===== src/rtl/button_parser_if.sv =====
// Button channel bundle: raw levels in, press pulses and debounced levels out.
// The master side is the button source and the slave side is the parser.
interface button_parser_if #(
  parameter int WIDTH = 4
) ();
  logic [WIDTH-1:0] in;
  logic [WIDTH-1:0] out;
  logic [WIDTH-1:0] level;

  modport master (output in, input out, input level);
  modport slave  (input in, output out, output level);
endinterface


===== src/rtl/button_parser.sv =====
// Push-button conditioner: 2-flop sync, shared sample tick, saturating debounce, rising-edge pulse.
// Optional auto-repeat while held is enabled by defining BUTTON_PARSER_REPEAT_EN.
module button_parser #(
  parameter int WIDTH          = 4,
  parameter int SAMPLE_CNT_MAX = 62500,
  parameter int PULSE_CNT_MAX  = 200,
  parameter int REPEAT_TICKS   = 500
) (
  input logic            clk,
  input logic            rst_n,
  button_parser_if.slave bus
);

  localparam int SCW = $clog2(SAMPLE_CNT_MAX);
  localparam int SW  = $clog2(PULSE_CNT_MAX + 1);

  if (SAMPLE_CNT_MAX < 2 || PULSE_CNT_MAX < 1 || REPEAT_TICKS < 1) begin : g_bad_params
    $error("button_parser: parameter out of range");
  end

  logic [SCW-1:0]   sample_cnt;
  logic             tick;
  logic [WIDTH-1:0] sync_q1;
  logic [WIDTH-1:0] sync;
  logic [SW-1:0]    sat_cnt [WIDTH];
  logic [WIDTH-1:0] level_w;
  logic [WIDTH-1:0] level_q;
  logic [WIDTH-1:0] rise;
  logic [WIDTH-1:0] out_q;

  always_ff @(posedge clk or negedge rst_n) begin
    if (!rst_n) begin
      sync_q1 <= '0;
      sync    <= '0;
    end else begin
      sync_q1 <= bus.in;
      sync    <= sync_q1;
    end
  end

  assign tick = (sample_cnt == SCW'(SAMPLE_CNT_MAX - 1));

  always_ff @(posedge clk or negedge rst_n) begin
    if (!rst_n)
      sample_cnt <= '0;
    else if (tick)
      sample_cnt <= '0;
    else
      sample_cnt <= sample_cnt + SCW'(1);
  end

  // A low sample clears immediately; a press must survive PULSE_CNT_MAX ticks.
  always_ff @(posedge clk or negedge rst_n) begin
    if (!rst_n) begin
      for (int i = 0; i < WIDTH; i++) sat_cnt[i] <= '0;
    end else begin
      for (int i = 0; i < WIDTH; i++) begin
        if (!sync[i])
          sat_cnt[i] <= '0;
        else if (tick && (sat_cnt[i] < SW'(PULSE_CNT_MAX)))
          sat_cnt[i] <= sat_cnt[i] + SW'(1);
      end
    end
  end

  always_comb begin
    level_w = '0;
    for (int i = 0; i < WIDTH; i++) level_w[i] = (sat_cnt[i] == SW'(PULSE_CNT_MAX));
  end

  assign rise = level_w & ~level_q;

`ifdef BUTTON_PARSER_REPEAT_EN
  localparam int RW = (REPEAT_TICKS > 1) ? $clog2(REPEAT_TICKS) : 1;

  logic [RW-1:0]    rep_cnt [WIDTH];
  logic [WIDTH-1:0] rep_fire;

  // Excluding the rise cycle keeps a repeat from ever landing on the press pulse.
  always_comb begin
    rep_fire = '0;
    for (int i = 0; i < WIDTH; i++)
      rep_fire[i] = tick && level_w[i] && level_q[i] && (rep_cnt[i] == RW'(REPEAT_TICKS - 1));
  end

  always_ff @(posedge clk or negedge rst_n) begin
    if (!rst_n) begin
      for (int i = 0; i < WIDTH; i++) rep_cnt[i] <= '0;
    end else begin
      for (int i = 0; i < WIDTH; i++) begin
        if (!level_w[i] || rise[i])
          rep_cnt[i] <= '0;
        else if (rep_fire[i])
          rep_cnt[i] <= '0;
        else if (tick)
          rep_cnt[i] <= rep_cnt[i] + RW'(1);
      end
    end
  end

  always_ff @(posedge clk or negedge rst_n) begin
    if (!rst_n) begin
      level_q <= '0;
      out_q   <= '0;
    end else begin
      level_q <= level_w;
      out_q   <= rise | rep_fire;
    end
  end
`else
  always_ff @(posedge clk or negedge rst_n) begin
    if (!rst_n) begin
      level_q <= '0;
      out_q   <= '0;
    end else begin
      level_q <= level_w;
      out_q   <= rise;
    end
  end
`endif

  assign bus.out   = out_q;
  assign bus.level = level_w;

endmodule


===== src/flat_wrapper.sv =====
// flat-port wrapper written by rule: the top's interface ports become plain ports
module button_parser_flat 
#(
  parameter int WIDTH          = 4,
  parameter int SAMPLE_CNT_MAX = 62500,
  parameter int PULSE_CNT_MAX  = 200,
  parameter int REPEAT_TICKS   = 500
)
  (clk, rst_n, bus_in, bus_out, bus_level);
  button_parser_if #(.WIDTH(WIDTH)) bus_i ();
  input logic clk;
  input logic rst_n;
  input wire logic [$bits(bus_i.in)-1:0] bus_in;
  output wire logic [$bits(bus_i.out)-1:0] bus_out;
  output wire logic [$bits(bus_i.level)-1:0] bus_level;
  assign bus_i.in = bus_in;
  assign bus_out = bus_i.out;
  assign bus_level = bus_i.level;
  button_parser #(.WIDTH(WIDTH), .SAMPLE_CNT_MAX(SAMPLE_CNT_MAX), .PULSE_CNT_MAX(PULSE_CNT_MAX), .REPEAT_TICKS(REPEAT_TICKS)) u_core (.clk(clk), .rst_n(rst_n), .bus(bus_i));
endmodule

===== config.mk =====
export PLATFORM = sky130hd
export DESIGN_NAME = button_parser_flat
export DESIGN_NICKNAME = d
export VERILOG_FILES = /design/src/rtl/button_parser_if.sv /design/src/rtl/button_parser.sv /design/src/flat_wrapper.sv
export SDC_FILE = /design/constraint.sdc
export NUM_CORES = 1
export LEC_CHECK = 0
export ABC_AREA = 1
export BUFFER_PORTS_ARGS = -buffer_cell sky130_fd_sc_hd__clkbuf_2
export CAP_MARGIN = 20
export CORE_UTILIZATION = 29
export CTS_BUF_LIST = sky130_fd_sc_hd__clkbuf_16
export DETAILED_ROUTE_END_ITERATION = 6
export SETUP_SLACK_MARGIN = 0.4
export SLEW_MARGIN = 15
export SYNTH_ARGS = -nofsm -noshare
export SYNTH_HDL_FRONTEND = slang
export SYNTH_SLANG_ARGS = --single-unit

===== constraint.sdc =====
create_clock -name clk -period 4.19 [get_ports clk]
set_input_delay 0.419 -clock clk [delete_from_list [all_inputs] [get_ports clk]]
set_output_delay 0.419 -clock clk [all_outputs]
set_load 0.05 [all_outputs]

Word level (Yosys, flattened, before mapping) --
Cells that the tools add are included.
Cells by class: $add $sub $neg 5, $lt $le $gt $ge 4, equal/unequal tests 9, multiplexer cells 9, bitwise logic cells 2, reductions and logical operators 4
Operators by type and width (number):
- two-way mux 8 bit | 8
- adder 8 x 1 -> 8 bit (second input constant) | 4
- equality test 8 bit (second input constant) | 4
- less-than comparator 8 bit (second input constant) | 4
- adder 16 x 1 -> 16 bit (second input constant) | 1
- equality test 16 bit (second input constant) | 1
- two-way mux 16 bit | 1
- inequality test 2 bit (second input constant) | 4
- AND 4 bit | 1
- logical AND 1 bit | 4
- inverter 4 bit | 1
Word-level totals: flip-flop bits (word level) 64, output and inout bits 8

Longest topological paths before layout --
Gate-level depths: netlist of run 1.
word-level depth 4, depth in mapped cells 9, mapped depth without buffers 9

Worst setup path before layout of run 1 --
Ideal clock, no wire load.
path type register to output, start point register u_core.sat_cnt[24] in the netlist's numbering, end point output port bus_level[0], arrival time 1.770 ns, data required time 3.771 ns, path slack 2.001 ns, stages on the path, launching flop included 5, buffers on the path 0, cells stage by stage dfrtp_1 > inv_1 > ha_1 > inv_1 > nor3_1
On the way: cells in the longest elaborated chain, start to end 1
Ends and longest elaborated chain:
- start, declared | RTL line button_parser.sv:25 | logic [SW-1:0] sat_cnt [WIDTH];
- start signal, assigned by index | RTL line button_parser.sv:61 | sat_cnt[i] <= sat_cnt[i] + SW'(1);
- equality test 8 bit | RTL line button_parser.sv:68 | for (int i = 0; i < WIDTH; i++) level_w[i] = (sat_cnt[i] == SW'(PULSE_CNT_MAX));
- end, declared | RTL line flat_wrapper.sv:15 | output wire logic [$bits(bus_i.level)-1:0] bus_level;
Every way passes these cells.

Worst setup path after layout of run 1 --
Same ends and word-level chain as after synthesis.

==> metrics.log, run 1 <==
INFO  metric clock_tree_from_tritoncts = yes
INFO  metric timing.final.hold_violations = 0
INFO  metric postCtsSetupRepairBufs = 0
INFO  metric clkTransAtPathRegs = ~50 ps
INFO  metric worst_slack = roughly 2100 ps
INFO  metric total_clock_sinks = 64
INFO  metric antenna_found_initial = 0
INFO  metric routed_via_density = between 4 and 5
INFO  metric total_die_area = roughly 13000 um^2
INFO  metric route.final.wire_length = approximately 7300 um
INFO  metric reg2reg_depth = 7
INFO  metric synth_top_area_share = a little over two fifths
INFO  metric ctsRootBufferMaster = sky130_fd_sc_hd__clkbuf_16
INFO  metric finalWeightedCongestion = 0.853
INFO  metric worstSetupPathDepth = 5
INFO  metric grt_pass1_vias = 3080
INFO  metric hold_class = primary input to asynchronous set/reset pin
INFO  metric floorplan.die.height = ~110 um
INFO  metric setup_repair_after_global_routing_missed_its_margin = false
INFO  metric insertedDiodeCount = 0
INFO  metric antenna_violating_nets_post_route = 0
INFO  metric globalRouteTotalUtil = 12.7%
INFO  metric cp_slowest_stage_delay = ~400 ps
INFO  metric power_per_cell_area = approximately 320 nW/um^2
INFO  metric synth_area_per_cell = approximately 7.5 um^2
INFO  metric crit_fanout = 4
INFO  metric number_of_pins_with_negative_max_slew_slack_in_the_final_report = 0
INFO  metric synth_seq_area_share = a little over two fifths
INFO  metric postSynthNetCount = 504
INFO  metric drt_iter0_drc = 176
INFO  metric synthToLayoutAreaGrowth = 15.3%
INFO  metric clk_path_buf_depth = 2
INFO  metric cp.arrival = approximately 1600 ps
INFO  metric placement.io_buffers = 13
INFO  metric mostFrequentLayoutCell = sky130_fd_sc_hd__nand2_1
INFO  metric detailroute.via_count = between 3000 and 4000
INFO  metric detailedRoute.firstPassIterationCount = 4
INFO  metric layout.core_utilization = 34.7%
INFO  metric most-common-layout-cells = 143 x sky130_fd_sc_hd__nand2_1, 72 x sky130_fd_sc_hd__nor2_1, 64 x sky130_fd_sc_hd__dfrtp_1
INFO  metric dieWidth = 114 um
INFO  metric p_leak = roughly 0.0022 uW
INFO  metric detailed_placement_wirelength_estimate = around 5200 um
INFO  metric tritoncts.num_buffers = 9
INFO  metric worst_ir_drop_vdd = around 0.00015 V
INFO  metric max_freq = just under 500 MHz
INFO  metric holdBufCountCts = 0
INFO  metric timing.critical_path.to_type = primary output
INFO  metric max_cap_viol_count = 0
INFO  metric netlist_area = about 3600 um^2
INFO  metric drc = 0
INFO  metric grt_remaining_overflow = 0
INFO  metric count_of_mapped_cells_out_of_synthesis = around 500
INFO  metric clk_latency = 330 ps
INFO  metric design.core.area = roughly 12000 um^2
INFO  metric status = finished, final reports clean
INFO  metric crit_required = 3770 ps
INFO  metric worst_pin_slew = approximately 490 ps
INFO  metric htree_num_levels = 3
INFO  metric critPathBufInv = 3
INFO  metric cpMaxStageDelayCell = sky130_fd_sc_hd__dfrtp_1
INFO  metric num_rows = 40
INFO  metric post_synth_main_area_contributors = sky130_fd_sc_hd__dfrtp_1 44%, sky130_fd_sc_hd__nand2_1 15%, sky130_fd_sc_hd__nand3_1 7.4%
INFO  metric number_of_warnings_reported_in_the_yosys_synthesis_log = 0
INFO  metric critical_path.cell_chain = inv_1, ha_1, inv_1, nor3_1, clkbuf_2
INFO  metric maximum_number_of_pins_on_one_net_before_global_route_repair = 46
INFO  metric crit_path_start_kind = flop
INFO  metric finalCriticalPeriod = approximately 2000 ps
INFO  metric postSynthRegisterBits = 64
INFO  metric nets = between 500 and 600
INFO  metric route.detailed.wl_per_inst = around 11 um
INFO  metric post-place-ws = between 2000 and 2500 ps
INFO  metric fraction_of_the_cycle_the_final_worst_path_needs = 48.8%
INFO  metric worst_path_most_repeated_cell = sky130_fd_sc_hd__inv_1
INFO  metric setup_slack_on_the_worst_flop_to_flop_path = approximately 2600 ps
INFO  metric drive_gt1_share = a little over a tenth
INFO  metric setup.worst_path.class = flop to primary output
INFO  metric totalNegativeSetupSlack = 0 ps
INFO  metric timing.final.setup_violations = 0
INFO  metric synth_top_cell_by_area = sky130_fd_sc_hd__dfrtp_1
INFO  metric post_cts_resized = 0
INFO  metric io_pins = 14
INFO  metric grt_pass1_wl = ~13000 um
INFO  metric initial_core_util = 30.1%
INFO  metric timing.critical_path.max_delay_family = buffers and inverters
INFO  metric worst_slew_margin_rel = around 67%
INFO  metric clock-skew-final = a little under 7 ps
INFO  metric netlist-cell-type-count = 26
[where the power goes]
part | internal [uW] | leakage, uW | switching (uW) | total, uW
logic | 6.30 | 0.00118 | 17.7 | 24.0
clock network | 449 | 0.000144 | 259 | 707
registers | 623 | 0.000862 | 8.23 | 631
[per-stage QoR]
step	area, um^2	total power, uW	cells	hold slack (ps)
after floorplan	3640	646	489	123
after global placement	3900	664	666	333
after detailed placement	3900	665	666	335
after CTS	4180	1380	681	183
after global routing	4200	1420	682	35.8
final	4200	1360	682	11.9
[area by class of cell]
cell class	instances	area, um^2
clock buffers	9	225
clock inverters	6	52.6
fillers	1257	7910
inverters	63	240
multi-input cells	357	1780
flip-flops and latches	64	1600
well taps	168	210
repair buffers	15	92.6
[flip-flops by register name (all words and copies together) (netlist names)]
register	flops
u_core.sat_cnt	32
u_core.sample_cnt	16
u_core.bus.out	4
u_core.level_q	4
u_core.sync	4
u_core.sync_q1	4
[kinds of logic (layout without fill, tap and decap cells)]
| group | after synthesis | after routing | share of synthesized area (%) |
|---|---|---|---|
| buffers and inverters | 68 | 93 | 7.21 |
| xor gates and xnor gates | 8 | 8 | 1.92 |
| adders and majority gates | 9 | 9 | 3.09 |
| DFF | 64 | 64 | 44.0 |
| and+or+nand+nor | 323 | 323 | 40.9 |
| AOI/OAI and AO/OA | 17 | 17 | 2.88 |
[path summary, 6_finish.rpt]
check                                startpoint            endpoint
max                          u_core.sat_cnt[24]        bus_level[0]
min                                       rst_n   u_core.bus.out[2]
max reg2reg                u_core.sample_cnt[0]  u_core.sat_cnt[22]
min reg2reg                   u_core.sync_q1[0]      u_core.sync[0]
max in group asynchronous                 rst_n  u_core.sat_cnt[22]
min in group clk                      bus_in[1]   u_core.sync_q1[1]
[cell usage after synthesis]
cell type / n
sky130_fd_sc_hd__nand2_1: 143
sky130_fd_sc_hd__nor2_1: 72
sky130_fd_sc_hd__dfrtp_1: 64
sky130_fd_sc_hd__inv_1: 55
sky130_fd_sc_hd__nand3_1: 54
sky130_fd_sc_hd__nand4_1: 14
sky130_fd_sc_hd__nor3_1: 12
sky130_fd_sc_hd__ha_1: 9
sky130_fd_sc_hd__o21bai_1: 8
sky130_fd_sc_hd__xor2_1: 8
sky130_fd_sc_hd__a21oi_1: 6
sky130_fd_sc_hd__nand2_2: 6
sky130_fd_sc_hd__nor2_2: 6
sky130_fd_sc_hd__inv_2: 4
sky130_fd_sc_hd__nand3_4: 4
sky130_fd_sc_hd__nor4_1: 4
sky130_fd_sc_hd__clkinv_2: 3
sky130_fd_sc_hd__nand2_4: 3
sky130_fd_sc_hd__nor3b_1: 3
sky130_fd_sc_hd__buf_1: 2
sky130_fd_sc_hd__clkbuf_1: 2
sky130_fd_sc_hd__nor2_8: 2
sky130_fd_sc_hd__o21ai_1: 2
sky130_fd_sc_hd__buf_4: 1
sky130_fd_sc_hd__clkinv_1: 1
sky130_fd_sc_hd__o21ai_0: 1
[worst reg2reg max path, cell delays in order (launching register included)]
cell and delay [ps]:
sky130_fd_sc_hd__dfrtp_1 360, sky130_fd_sc_hd__ha_1 280, sky130_fd_sc_hd__nand2_2 100, sky130_fd_sc_hd__nor2_1 110
sky130_fd_sc_hd__nand2_1 70, sky130_fd_sc_hd__nor2_2 410, sky130_fd_sc_hd__nand4_1 160, sky130_fd_sc_hd__nand2_1 90
[routing by layer]
metal,global-route usage [%],up-vias,wire length (um)
met2,21.7,45,3480
met1,15.3,1434,3450
li1,-,1588,-
met5,0,-,0
met4,6.15,0,162
met3,2.65,15,212
(Power assumes the default switching activity.)
==> inputs of run 2 (changes only) <==
==> constraint.sdc (replaced) <==
create_clock -name clk -period 1.8 [get_ports clk]
set_input_delay 0.18 -clock clk [delete_from_list [all_inputs] [get_ports clk]]
set_output_delay 0.18 -clock clk [all_outputs]
set_load 0.05 [all_outputs]
==> metrics.log, run 2 (synthesized netlist as in run 1, its figures left out) <==
INFO  metric post-place-ws = between 200 and 250 ps
INFO  metric worst_ir_drop_vdd = roughly 0.00036 V
INFO  metric design.core.area = 12100 um^2
INFO  metric biggestRegsByFlops = u_core.sat_cnt x32, u_core.sample_cnt x16
INFO  metric totalNegativeSetupSlack = 0 ps
INFO  metric worst_slew_margin_rel = roughly three fifths
INFO  metric nets = 585
INFO  metric timing.final.hold_violations = 0
INFO  metric crit_required = between 1500 and 2000 ps
INFO  metric grt_remaining_overflow = 0
INFO  metric combinationalPowerShare = around 2.5%
INFO  metric routed_via_density = 4.62
INFO  metric detailedRoute.firstPassIterationCount = 4
INFO  metric status = finished, final reports clean
INFO  metric clk_latency = 330 ps
INFO  metric tritoncts.num_buffers = 9
INFO  metric power_per_cell_area = 597 nW/um^2
INFO  metric finalWeightedCongestion = 0.841
INFO  metric total_clock_sinks = 64
INFO  metric netSwitchingPower = approximately 700 uW
INFO  metric most-common-layout-cells = 121 x sky130_fd_sc_hd__nand2_1, 61 x sky130_fd_sc_hd__nor2_1, 57 x sky130_fd_sc_hd__dfrtp_1
INFO  metric worst_pin_slew = between 600 and 700 ps
INFO  metric number_of_pins_with_negative_max_slew_slack_in_the_final_report = 0
INFO  metric clock-skew-final = 3.87 ps
INFO  metric worst_path_most_repeated_cell = sky130_fd_sc_hd__nand2_2
INFO  metric placement.io_buffers = 13
INFO  metric fraction_of_the_cycle_the_final_worst_path_needs = 87.2%
INFO  metric detailed_placement_wirelength_estimate = between 5000 and 6000 um
INFO  metric power.sequential.fraction = 47.5%
INFO  metric drive_gt1_share = approximately a third
INFO  metric max_freq = approximately 640 MHz
INFO  metric clock_tree_from_tritoncts = yes
INFO  metric largest_register_ff_count = 32
INFO  metric cp.arrival = between 1000 and 1500 ps
INFO  metric max_cap_viol_count = 0
INFO  metric num_rows = 40
INFO  metric setup_repair_after_global_routing_missed_its_margin = true
INFO  metric detailed_place.area = 3980 um^2
INFO  metric route.detailed.wl_per_inst = about 12 um
INFO  metric ctsRootBufferMaster = sky130_fd_sc_hd__clkbuf_16
INFO  metric crit_path_start_kind = flop
INFO  metric drc = 0
INFO  metric crit_fanout = 2
INFO  metric dieWidth = 114 um
INFO  metric detailroute.via_count = approximately 3400
INFO  metric hold_class = flop to flop
INFO  metric antenna_found_initial = 0
INFO  metric p_leak = between 0.002 and 0.003 uW
INFO  metric mostFrequentLayoutCell = sky130_fd_sc_hd__nand2_1
INFO  metric power.share.switching = 22.7%
INFO  metric timing.critical_path.to_type = primary output
INFO  metric largest_register = u_core.sat_cnt
INFO  metric setup_slack_on_the_worst_flop_to_flop_path = about 300 ps
INFO  metric synthToLayoutAreaGrowth = 41.6%
INFO  metric maximum_number_of_pins_on_one_net_before_global_route_repair = 65
INFO  metric timing.final.setup_violations = 0
INFO  metric fillers = 1200
INFO  metric grt_pass1_vias = about 3300
INFO  metric floorplan.die.height = approximately 110 um
INFO  metric cpMaxStageDelayCell = sky130_fd_sc_hd__dfrtp_1
INFO  metric final_cell_area = 5160 um^2
INFO  metric clockPowerShare = 50.0%
INFO  metric drt_iter0_drc = roughly 170
INFO  metric worst_slack = around 230 ps
INFO  metric setup.worst_path.class = flop to primary output
INFO  metric timing.critical_path.max_delay_family = simple AND/OR/NAND/NOR gates
INFO  metric clk_path_buf_depth = 2
INFO  metric clkTransAtPathRegs = about 60 ps
INFO  metric total_die_area = 13000 um^2
INFO  metric finalCriticalPeriod = 1570 ps
INFO  metric htree_num_levels = 3
INFO  metric cp_slowest_stage_delay = 380 ps
INFO  metric globalRouteTotalUtil = between 10% and 20%
INFO  metric critical_path.cell_chain = nand2_2, nor2_4, nand2_2, nor3_4, buf_8
INFO  metric p_int = 2380 uW
INFO  metric critPathBufInv = 1
INFO  metric route.final.wire_length = between 8000 and 9000 um
INFO  metric io_pins = 14
INFO  metric antenna_violating_nets_post_route = 0
INFO  metric grt_pass1_wl = 15200 um
INFO  metric insertedDiodeCount = 0
INFO  metric layout.core_utilization = around 43%
INFO  metric initial_core_util = roughly 30%
==> run 2: changes by cell type in the layout (fill, tap and decap cells not counted), moves of 6 or more <==
cell	before	now
sky130_fd_sc_hd__dfrtp_2	0	7
sky130_fd_sc_hd__nand3_2	0	24
sky130_fd_sc_hd__nand2_2	6	23
sky130_fd_sc_hd__nand2_1	143	121
sky130_fd_sc_hd__buf_4	1	46
sky130_fd_sc_hd__nand3_1	54	30
sky130_fd_sc_hd__nor2_4	0	6
sky130_fd_sc_hd__inv_2	4	16
sky130_fd_sc_hd__dfrtp_1	64	57
sky130_fd_sc_hd__nor2_1	72	61
sky130_fd_sc_hd__inv_1	56	44
==> run 2: per-stage QoR <==
step | hold slack [ps] | cells | power, uW
floorplan | -116 | 489 | 1500
global placement | 223 | 669 | 1550
detailed placement | 229 | 669 | 1550
CTS | 346 | 727 | 3110
global route | 353 | 742 | 3180
finish | 344 | 742 | 3080
==> run 2: power groups by stage <==
stage	registers (uW)	clock network [uW]	logic [uW]
2_1_floorplan	1480	0	23.9
3_3_place_gp	1480	0	68.2
3_5_place_dp	1480	0	69.4
4_1_cts	1460	1570	78.2
5_1_grt	1460	1630	88.4
6_report	1460	1540	77.5
==> run 2: worst register-to-register path, stage by stage, from the launching register on <==
cell	delay (ps)
sky130_fd_sc_hd__dfrtp_1	420
sky130_fd_sc_hd__ha_4	180
sky130_fd_sc_hd__nand2_4	50
sky130_fd_sc_hd__inv_2	60
sky130_fd_sc_hd__nand2_4	60
sky130_fd_sc_hd__nor2_8	140
sky130_fd_sc_hd__buf_12	160
sky130_fd_sc_hd__nand3_4	140
sky130_fd_sc_hd__nand2_2	120
sky130_fd_sc_hd__nand2_1	60
sky130_fd_sc_hd__nand2_1	60
==> run 2: per-layer routing <==
layer  track usage [%]  part of all wire (%)  vias to the layer above
met5                 0                     0                        -
met4              5.37                   1.4                        0
met3              3.55                   3.2                       11
met2              24.4                    50                       57
met1              18.6                    46                     1635
li1                  -                     -                     1726
==> run 2: repair_timing <==
| item | CTS | global route |
|---|---|---|
| pin swaps | 17 | 32 |
| hold endpoints to repair | 68 | 0 |
| setup endpoints to repair | 42 | 44 |
| cloned | 4 | 1 |
| resized for setup | 45 | 77 |
| buffers inserted | 34 | 14 |
| hold buffers | 5 | 0 |
==> run 2: final cells by class <==
| type | instances | area, um^2 | share of cell area [%] |
|---|---|---|---|
| Timing Repair Buffer | 71 | 623 | 12.1 |
| Tap cell | 168 | 210 | 4.08 |
| Inverter | 63 | 251 | 4.88 |
| Clock inverter | 6 | 30.0 | 0.582 |
| Clock buffer | 9 | 225 | 4.37 |
| Sequential cell | 64 | 1610 | 31.2 |
| Multi-Input combinational cell | 361 | 2210 | 42.8 |
==> run 2: path summary, 6_finish.rpt <==
path,start,cells past startpoint,to
max in group asynchronous,rst_n,3,u_core.sample_cnt[8]
worst max-delay path,u_core.sat_cnt[31],5,bus_level[0]
min in group asynchronous,rst_n,3,u_core.sync_q1[2]
worst min-delay path,u_core.sync_q1[0],0,u_core.sync[0]
worst max register to register,u_core.sample_cnt[0],10,u_core.sat_cnt[7]
worst min register to register,u_core.sync_q1[0],0,u_core.sync[0]
